<file path="config.mk">
export PLATFORM = sky130hd
export DESIGN_NAME = rf_wb_arbiter
export DESIGN_NICKNAME = d
export VERILOG_FILES = /design/src/rtl/rf_wb_arbiter_pkg.sv /design/src/rtl/rf_wb_arbiter_rr_arbiter.sv /design/src/rtl/rf_wb_arbiter.sv
export SDC_FILE = /design/constraint.sdc
export NUM_CORES = 1
export LEC_CHECK = 0
export CORE_ASPECT_RATIO = 1.2
export CORE_MARGIN = 10
export CORE_UTILIZATION = 36
export CTS_BUF_LIST = sky130_fd_sc_hd__clkbuf_16
export CTS_CLUSTER_SIZE = 30
export DETAILED_ROUTE_END_ITERATION = 16
export GPL_TIMING_DRIVEN = 0
export PLACE_DENSITY = 0.92
export SLEW_MARGIN = 0
export SYNTH_ARGS = -nofsm -noshare
export SYNTH_HDL_FRONTEND = slang
export SYNTH_HIERARCHICAL = 1
export SYNTH_SLANG_ARGS = --single-unit
</file>
<file path="constraint.sdc">
create_clock -name clk -period 3.26 [get_ports clk]
set_clock_uncertainty 0.15 [all_clocks]
set_input_delay 0.815 -clock clk [delete_from_list [all_inputs] [get_ports clk]]
set_output_delay 0.815 -clock clk [all_outputs]
set_load 0.01 [all_outputs]
</file>
<file path="src/rtl/rf_wb_arbiter_pkg.sv">
// rtl/rf_wb_arbiter_pkg.sv - shared widths, constants and requester indices for the write-back arbiter
package rf_wb_arbiter_pkg;

    localparam int RegAddrBus = 5;
    localparam int RegDataBus = 32;

    localparam logic [RegAddrBus-1:0] ZeroReg  = 5'd0;
    localparam logic [RegDataBus-1:0] ZeroWord = 32'd0;

    localparam int WB_REQ_ALU = 0;
    localparam int WB_REQ_LSU = 1;
    localparam int WB_REQ_MDU = 2;
    localparam int WB_REQ_NUM = 3;

endpackage

</file>
<file path="src/rtl/rf_wb_arbiter_rr_arbiter.sv">
// rtl/rf_wb_arbiter_rr_arbiter.sv - round-robin grant with a rotating start pointer
module rr_arbiter #(
    parameter int N  = 3,
    parameter int IW = (N > 1) ? $clog2(N) : 1
) (
    input  logic          clk,
    input  logic          rst,
    input  logic [N-1:0]  i_req,
    input  logic          i_en,
    input  logic          i_accept,
    output logic [N-1:0]  o_grant,
    output logic [IW-1:0] o_grant_idx
);

    logic [IW-1:0] r_ptr;

    // Scan from r_ptr upward with wraparound; the first requester found wins.
    always_comb begin
        int  k;
        logic found;
        o_grant     = '0;
        o_grant_idx = '0;
        found       = 1'b0;
        k           = 0;
        for (int off = 0; off < N; off++) begin
            k = int'(r_ptr) + off;
            if (k >= N) k = k - N;
            if (i_en && !found && i_req[IW'(k)]) begin
                found               = 1'b1;
                o_grant[IW'(k)]     = 1'b1;
                o_grant_idx         = IW'(k);
            end
        end
    end

    always_ff @(posedge clk or posedge rst) begin
        if (rst) begin
            r_ptr <= '0;
        end else if (i_accept) begin
            r_ptr <= (o_grant_idx == IW'(N-1)) ? '0 : o_grant_idx + 1'b1;
        end
    end

endmodule

</file>
<file path="src/rtl/rf_wb_arbiter.sv">
// rtl/rf_wb_arbiter.sv - round-robin sharing of the regfile write port, registered output
// Optional contention counter enabled by WB_ARB_STAT_EN.
module rf_wb_arbiter
    import rf_wb_arbiter_pkg::*;
#(
    parameter int N_REQ  = WB_REQ_NUM,
    parameter int ADDR_W = RegAddrBus,
    parameter int DATA_W = RegDataBus
) (
    input  logic                    clk,
    input  logic                    rst,
    input  logic                    I_stall,
    input  logic [N_REQ-1:0]        I_req_valid,
    input  logic [N_REQ*ADDR_W-1:0] I_req_waddr,
    input  logic [N_REQ*DATA_W-1:0] I_req_wdata,
    output logic [N_REQ-1:0]        O_req_ready,
    output logic                    O_rd_we,
    output logic [ADDR_W-1:0]       O_rd_waddr,
    output logic [DATA_W-1:0]       O_rd_wdata,
    output logic                    O_busy,
    output logic [31:0]             O_conflict_cnt
);

    localparam int IW = (N_REQ > 1) ? $clog2(N_REQ) : 1;

    logic [N_REQ-1:0]  w_grant;
    logic [IW-1:0]     w_grant_idx;
    logic              w_handshake;
    logic [ADDR_W-1:0] w_waddr;
    logic [DATA_W-1:0] w_wdata;

    logic              r_we;
    logic [ADDR_W-1:0] r_waddr;
    logic [DATA_W-1:0] r_wdata;

    // Gating with rst keeps every ready low while reset is held.
    rr_arbiter #(.N(N_REQ), .IW(IW)) u_rr (
        .clk         (clk),
        .rst         (rst),
        .i_req       (I_req_valid),
        .i_en        (~I_stall & ~rst),
        .i_accept    (w_handshake),
        .o_grant     (w_grant),
        .o_grant_idx (w_grant_idx)
    );

    assign O_req_ready = w_grant;
    assign w_handshake = |(I_req_valid & w_grant);
    assign w_waddr     = I_req_waddr[w_grant_idx*ADDR_W +: ADDR_W];
    assign w_wdata     = I_req_wdata[w_grant_idx*DATA_W +: DATA_W];
    assign O_busy      = (|I_req_valid) & ~(|w_grant);

    // x0 writes drain the requester but never assert the regfile write enable.
    always_ff @(posedge clk or posedge rst) begin
        if (rst) begin
            r_we    <= 1'b0;
            r_waddr <= '0;
            r_wdata <= '0;
        end else if (w_handshake) begin
            r_we    <= (w_waddr != '0);
            r_waddr <= w_waddr;
            r_wdata <= w_wdata;
        end else begin
            r_we    <= 1'b0;
        end
    end

    assign O_rd_we    = r_we;
    assign O_rd_waddr = r_waddr;
    assign O_rd_wdata = r_wdata;

`ifdef WB_ARB_STAT_EN
    logic [31:0] r_conflict_cnt;
    logic        w_multi;

    assign w_multi = ($countones(I_req_valid) >= 2);

    always_ff @(posedge clk or posedge rst) begin
        if (rst) begin
            r_conflict_cnt <= '0;
        end else if (!I_stall && w_multi && (r_conflict_cnt != 32'hFFFF_FFFF)) begin
            r_conflict_cnt <= r_conflict_cnt + 32'd1;
        end
    end

    assign O_conflict_cnt = r_conflict_cnt;
`else
    assign O_conflict_cnt = 32'd0;
`endif

endmodule

</file>
After elaboration in Yosys (flattened, before gate mapping) --
Index checks and enable logic that the tools add are counted.
Word-level totals: flip-flop bits (word level) 40, input bits 117, logic and storage cells 73
Cells by class: add/sub/neg operators 6, multipliers 1, $lt $le $gt $ge 9, eq/ne operators 1, shift operators 2, muxes and demuxes 28, bitwise logic cells 8, reduce and logical (&&, ||, !) cells 14
Operator list (count):
- 96-bit by 8-bit indexed part select with 32-bit output | 1
- 15-bit by 6-bit indexed part select with 5-bit output | 1
- 2-bit two-way mux | 7
- 2-bit by 4-bit < comparator with 1-bit output (second input constant) | 3
- 1-bit two-way mux | 12
- 3-bit two-way mux | 3
- 3-bit OR reduction | 3
- 1-bit logical AND | 8
- 1-bit binary-select mux with 2-bit select | 3
- 1-bit demux with 2-bit select | 3
- 2-bit by 1-bit greater-or-equal comparator with 1-bit output (second input constant) | 3
- 3-bit by 2-bit greater-or-equal comparator with 1-bit output (second input constant) | 2
- 3-bit bitwise OR | 2
- 2-bit by 3-bit multiplier with 5-bit output (second input constant) | 1
- 5-bit nonzero test | 1
- 2-bit by 1-bit subtractor with 2-bit output (second input constant) | 2
- 2-bit by 1-bit adder with 3-bit output (second input constant) | 1
- 2-bit by 2-bit adder with 3-bit output (second input constant) | 1
- 3-bit bitwise AND | 1
- 1-bit inverter | 3
- 2-bit by 1-bit adder with 2-bit output (second input constant) | 1
- 1-bit bitwise AND | 2
- 2-bit equality test (second input constant) | 1
- 2-bit greater-or-equal comparator (second input constant) | 1
- 2 further kinds | 3

Longest topological paths before layout --
depth after elaboration 19, mapped depth 11, depth with buffers taken out 10

Modules after synthesis --
The synthesis kept the hierarchy.
Modules (own cells, without submodules):
- rf_wb_arbiter | instances 1, cells an instance 277, area each 2427.3 sq um, sequential area each 950.9 sq um
- rr_arbiter | instances 1, cells an instance 41, area each 357.8 sq um, sequential area each 50.0 sq um

Worst setup path after synthesis --
No wires, ideal clock.
path type input-to-output, start in I_req_valid[1], end out O_busy, arrival time 2090 ps, data required time 2295 ps, setup slack 205 ps, stages 5, path buffers 0, cell sequence mux2i_1 > nor2_2 > a211o_1 > o221a_2 > nor4_1
Between the ends: cells in the longest elaborated chain, start to end 16, elaborated cells between the ends (all ways) 27, classes of those cells mux: 14; bitwise: 4; reduce/logical: 9
Ends and longest elaborated chain:
- start, declared | RTL line rf_wb_arbiter.sv:13 | input logic [N_REQ-1:0] I_req_valid,
- 1-bit binary-select mux with 2-bit select | RTL line rf_wb_arbiter_rr_arbiter.sv:28 | if (i_en && !found && i_req[IW'(k)]) begin
- 1-bit two-way mux (implied by the code) (2 in a row) | RTL line rf_wb_arbiter_rr_arbiter.sv:28
- 1-bit logical AND | RTL line rf_wb_arbiter_rr_arbiter.sv:28
- 1-bit two-way mux | RTL line rf_wb_arbiter_rr_arbiter.sv:28
- 1-bit logical NOT | RTL line rf_wb_arbiter_rr_arbiter.sv:28
- 1-bit logical AND (2 in a row) | RTL line rf_wb_arbiter_rr_arbiter.sv:28
- 1-bit two-way mux | RTL line rf_wb_arbiter_rr_arbiter.sv:28
- 1-bit logical NOT | RTL line rf_wb_arbiter_rr_arbiter.sv:28
- 1-bit logical AND (2 in a row) | RTL line rf_wb_arbiter_rr_arbiter.sv:28
- 3-bit two-way mux * | RTL line rf_wb_arbiter_rr_arbiter.sv:28
- named net O_req_ready[0] | RTL line rf_wb_arbiter.sv:16 | output logic [N_REQ-1:0] O_req_ready,
- 3-bit OR reduction * | RTL line rf_wb_arbiter.sv:51 | assign O_busy = (|I_req_valid) & ~(|w_grant);
- 1-bit inverter * | RTL line rf_wb_arbiter.sv:51
- 1-bit bitwise AND * | RTL line rf_wb_arbiter.sv:51
- end, declared | RTL line rf_wb_arbiter.sv:20 | output logic O_busy,
Mark *: on every way through the listed nets, which the timed path passes. The rest lies on a longest branch. The select of a mux whose other input is x is not followed.

Worst setup path in the final report --
start in I_req_valid[2], end out O_busy
Between the ends: cells in the longest elaborated chain, start to end 16, elaborated cells between the ends (all ways) 27, classes of those cells mux: 14; bitwise: 4; reduce/logical: 9
Ends and longest elaborated chain (RTL line):
- 1-bit binary-select mux with 2-bit select | rf_wb_arbiter_rr_arbiter.sv:28
- 1-bit two-way mux (implied by the code) (2 in a row) | rf_wb_arbiter_rr_arbiter.sv:28
- 1-bit logical AND | rf_wb_arbiter_rr_arbiter.sv:28
- 1-bit two-way mux | rf_wb_arbiter_rr_arbiter.sv:28
- 1-bit logical NOT | rf_wb_arbiter_rr_arbiter.sv:28
- 1-bit logical AND (2 in a row) | rf_wb_arbiter_rr_arbiter.sv:28
- 1-bit two-way mux | rf_wb_arbiter_rr_arbiter.sv:28
- 1-bit logical NOT | rf_wb_arbiter_rr_arbiter.sv:28
- 1-bit logical AND (2 in a row) | rf_wb_arbiter_rr_arbiter.sv:28
- 3-bit two-way mux | rf_wb_arbiter_rr_arbiter.sv:28
- 3-bit OR reduction | rf_wb_arbiter.sv:51
- 1-bit inverter | rf_wb_arbiter.sv:51
- 1-bit bitwise AND * | rf_wb_arbiter.sv:51
Every way passes the cells marked *; elsewhere a longest branch is shown, timed or not. The select of a mux whose other input is x is not followed.

==> impl_metrics.env <==
export IMPL_outcome="complete, but fails checks"
export IMPL_violations="setup timing"
export IMPL_syn_area_per_cell_um2=8.758
export IMPL_post_dp_hpwl_um=8792
export IMPL_crit_arrival_ps=2310
export IMPL_muxShareOfSynthArea_pct=16.53
export IMPL_rsz0062_at_grt="yes"
export IMPL_routabilityCongestion=0.8421
export IMPL_cts_sinks=40
export IMPL_slowest_stage="a211o_1"
export IMPL_final_layout_size_suffix_gt1_share_pct=16.41
export IMPL_synth_top_family_by_area="compound AO/OA/AOI/OAI gates"
export IMPL_synth_adder_area_share_pct=1.797
export IMPL_syn_to_final_growth_pct=75.34
export IMPL_synthTopCellsByCount="nor2_1 (69), a21oi_1 (67), dfrtp_1 (40), mux2i_1 (40), buf_4 (33)"
export IMPL_drt_iter0_drc=150
export IMPL_power_w=0.003215
export IMPL_rows=35
export IMPL_min_from="O_rd_waddr[2]$_DFFE_PP0P_"
export IMPL_min_to="O_rd_waddr[2]$_DFFE_PP0P_"
export IMPL_required_ps=2290
export IMPL_cp_max_fo=8
export IMPL_final_net_count=644
export IMPL_crit_chain="clkdlybuf4s15_2 > and3b_2 > a211o_1 > o221a_4 > nor4_2 > buf_2"
export IMPL_total_leakage_power_nw=2.065
export IMPL_yosys_warnings=6
export IMPL_crit_type="in2out"
export IMPL_via_per_inst=4.823
export IMPL_syn_cell_area_um2=2785
export IMPL_fin_ws_ps=-18.82
export IMPL_coreArea_um2=7620
export IMPL_grt_pass1_vias=3223
export IMPL_cp_start_kind="input pin"
export IMPL_antenna_found_initial=0
export IMPL_drc=0
export IMPL_nFillCells=621
export IMPL_relSlewSlack_pct=45.23
export IMPL_ctsHoldBuffers=0
export IMPL_finalCriticalPeriod_ps=3279
export IMPL_grt_ovfl_total=0
export IMPL_worstSetupEndpointType="output port"
export IMPL_cts_max_level=2
export IMPL_fin_crit_sh_pct=100.6
export IMPL_multiInputGateArea_um2=1584
export IMPL_r2r_end="O_rd_wdata[15]$_DFFE_PP0P_"
export IMPL_antenna_left=0
export IMPL_synth_edf_count=0
export IMPL_die_h_um=116.4
export IMPL_p_per_area_nw_per_um2=658.4
export IMPL_vias=2971
export IMPL_clock_root_buffer="clkbuf_16"
export IMPL_fin_area_um2=4883
export IMPL_synth_compound_area_share_pct=17.79
export IMPL_io_buffers=158
export IMPL_async_reset_ff_share_pct=100.0
export IMPL_ys_seq_area_share_pct=35.94
export IMPL_cts_tree="yes"
export IMPL_pre_cts_slack_ps=-857.5
export IMPL_r2r_slack_ps=240
export IMPL_clock_latency_ps=280
export IMPL_grt_max_degree=39
export IMPL_r2r_cells=13
export IMPL_worst_pin_slew_ps=820.3
export IMPL_timing_hold_ws_ps=366.0
export IMPL_fmaxAchievable_ghz=0.3050
export IMPL_min_path_type="reg2reg"
export IMPL_synth_flop_cell="dfrtp_1"
export IMPL_min_path_cells=1
export IMPL_grt_pass1_wl_um=16540
export IMPL_final_hold_viol_count=0
export IMPL_synth_seq_cells=40
export IMPL_post_synth_inst_count=318
export IMPL_clockBufferDepth=2
export IMPL_dr_pass1_iters=5
export IMPL_yosysMostFrequentCell="nor2_1"
export IMPL_grt_total_usage_pct=17.46
export IMPL_yosysTopAreaCellShare_pct=35.94
export IMPL_final_seq_area_um2=1002
export IMPL_critical_path_max_stage_delay_ps=290
export IMPL_setup_viol=1
export IMPL_dieWidth_um=100.3
export IMPL_yosys_area_share_simple_pct=13.43
export IMPL_synth_area_top_cells="dfrtp_1 (36%), mux2i_1 (14%), a21oi_1 (12%)"
export IMPL_cap_violations=0
export IMPL_regToRegStartpoint="u_rr/r_ptr[1]$_DFFE_PP0P_"
export IMPL_vdd_drop_max_uv=337.5
export IMPL_drv_slew=0
export IMPL_initial_core_util_pct=36.55
export IMPL_place_area_um2=4598
export IMPL_yosys_area_top_type="dfrtp_1"
export IMPL_cts_inserted_buffers=5
export IMPL_clkTransAtPathRegs_ps=60
export IMPL_synth_xor_area_share_pct=0
export IMPL_die_area_um2=11670
export IMPL_drt_wl_total_um=10810
export IMPL_num_antenna_cells=0
export IMPL_pin_count=191
export IMPL_avgRoutedWirePerCell_um=17.54
export IMPL_ys_types=38
==> state kept, by name (all words and copies together) (netlist names) <==
register and cells:
O_rd_waddr 5, O_rd_we 1, u_rr/r_ptr 2, O_rd_wdata 32
==> worst max path at each step <==
| stage | from | end |
|---|---|---|
| 2_1_floorplan | I_req_valid[1] | O_busy |
| 3_3_place_gp | I_req_valid[1] | O_busy |
| 3_5_place_dp | I_req_valid[1] | O_busy |
| 4_1_cts | I_req_valid[1] | O_busy |
| 5_1_grt | u_rr/r_ptr[1]$_DFFE_PP0P_ | O_busy |
| 6_report | I_req_valid[2] | O_busy |
==> what timing repair did <==
| action | 4_1_cts | 5_1_grt |
|---|---|---|
| resized for setup | 30 | 8 |
| pin swaps | 2 | 7 |
| endpoints found under the setup margin | 4 | 1 |
| setup buffers | 3 | 6 |
| hold endpoints to repair | 0 | 0 |
==> power breakdown <==
group          leakage (nW)  internal (W)  switching (W)  total (W)
registers             0.449      0.000738       0.000128   0.000866
clock network        0.0687      0.000278       0.000190   0.000468
logic                  1.55       0.00101       0.000868    0.00188
total                  2.07       0.00203        0.00119    0.00322
==> placed cells by master, fill, tap and decap left out, types with 2 or more instances in the layout <==
master	count
inv_1	5
buf_8	3
a21oi_1	67
buf_1	3
o2bb2ai_1	4
buf_6	4
inv_2	2
ha_1	2
clkbuf_16	5
ha_4	2
nor2_1	67
mux2i_1	38
nor2_4	2
conb_1	32
nand2b_1	3
dfrtp_1	39
nor2b_1	3
clkdlybuf4s15_2	2
a211o_1	2
buf_2	7
clkbuf_1	4
clkdlybuf4s50_1	151
nand2_1	3
dlygate4sd2_1	3
mux2_2	4
buf_4	41
==> area by class of cell <==
cell class	count	share of cell area [%]
tap	92	2.357
clock inverter	3	0.3075
inverter	6	0.4612
sequential	40	20.52
buffer	51	7.738
clock buffer	5	2.562
multi-input combinational	252	32.44
timing repair buffer	167	33.62
==> per-stage QoR <==
step | cells | setup TNS (ps) | utilization, %
floorplan | 349 | 0 | -
global placement | 599 | -3244 | 60.34
detailed placement | 599 | -6730 | 60.34
CTS | 610 | -48.36 | 63.19
global route | 616 | -85.01 | 64.09
finish | 616 | -18.82 | 64.09
==> per-layer routing <==
metal  up-vias  GRT usage, %  part of all wire [%]
li1       1442             -                     -
met1      1385         17.59                    36
met2       136         32.40                    53
met3         8         7.219                   9.9
met4         0         4.245                   1.1
met5         -             0                     0
==> worst max-delay path: cells and delay by family <==
kind,cells,cell delay [ps]
AO/OA/AOI/OAI,2,520
AND/OR/NAND/NOR,2,520
buffers and inverters,2,450
==> kinds of logic after synthesis <==
kind of cell    Yosys count
fa+ha+maj                 4
other cells               1
flops                    40
simple gates             87
mux                      45
compound gates           84
buf+inv                  57
Power figures use the tool's default switching activity.
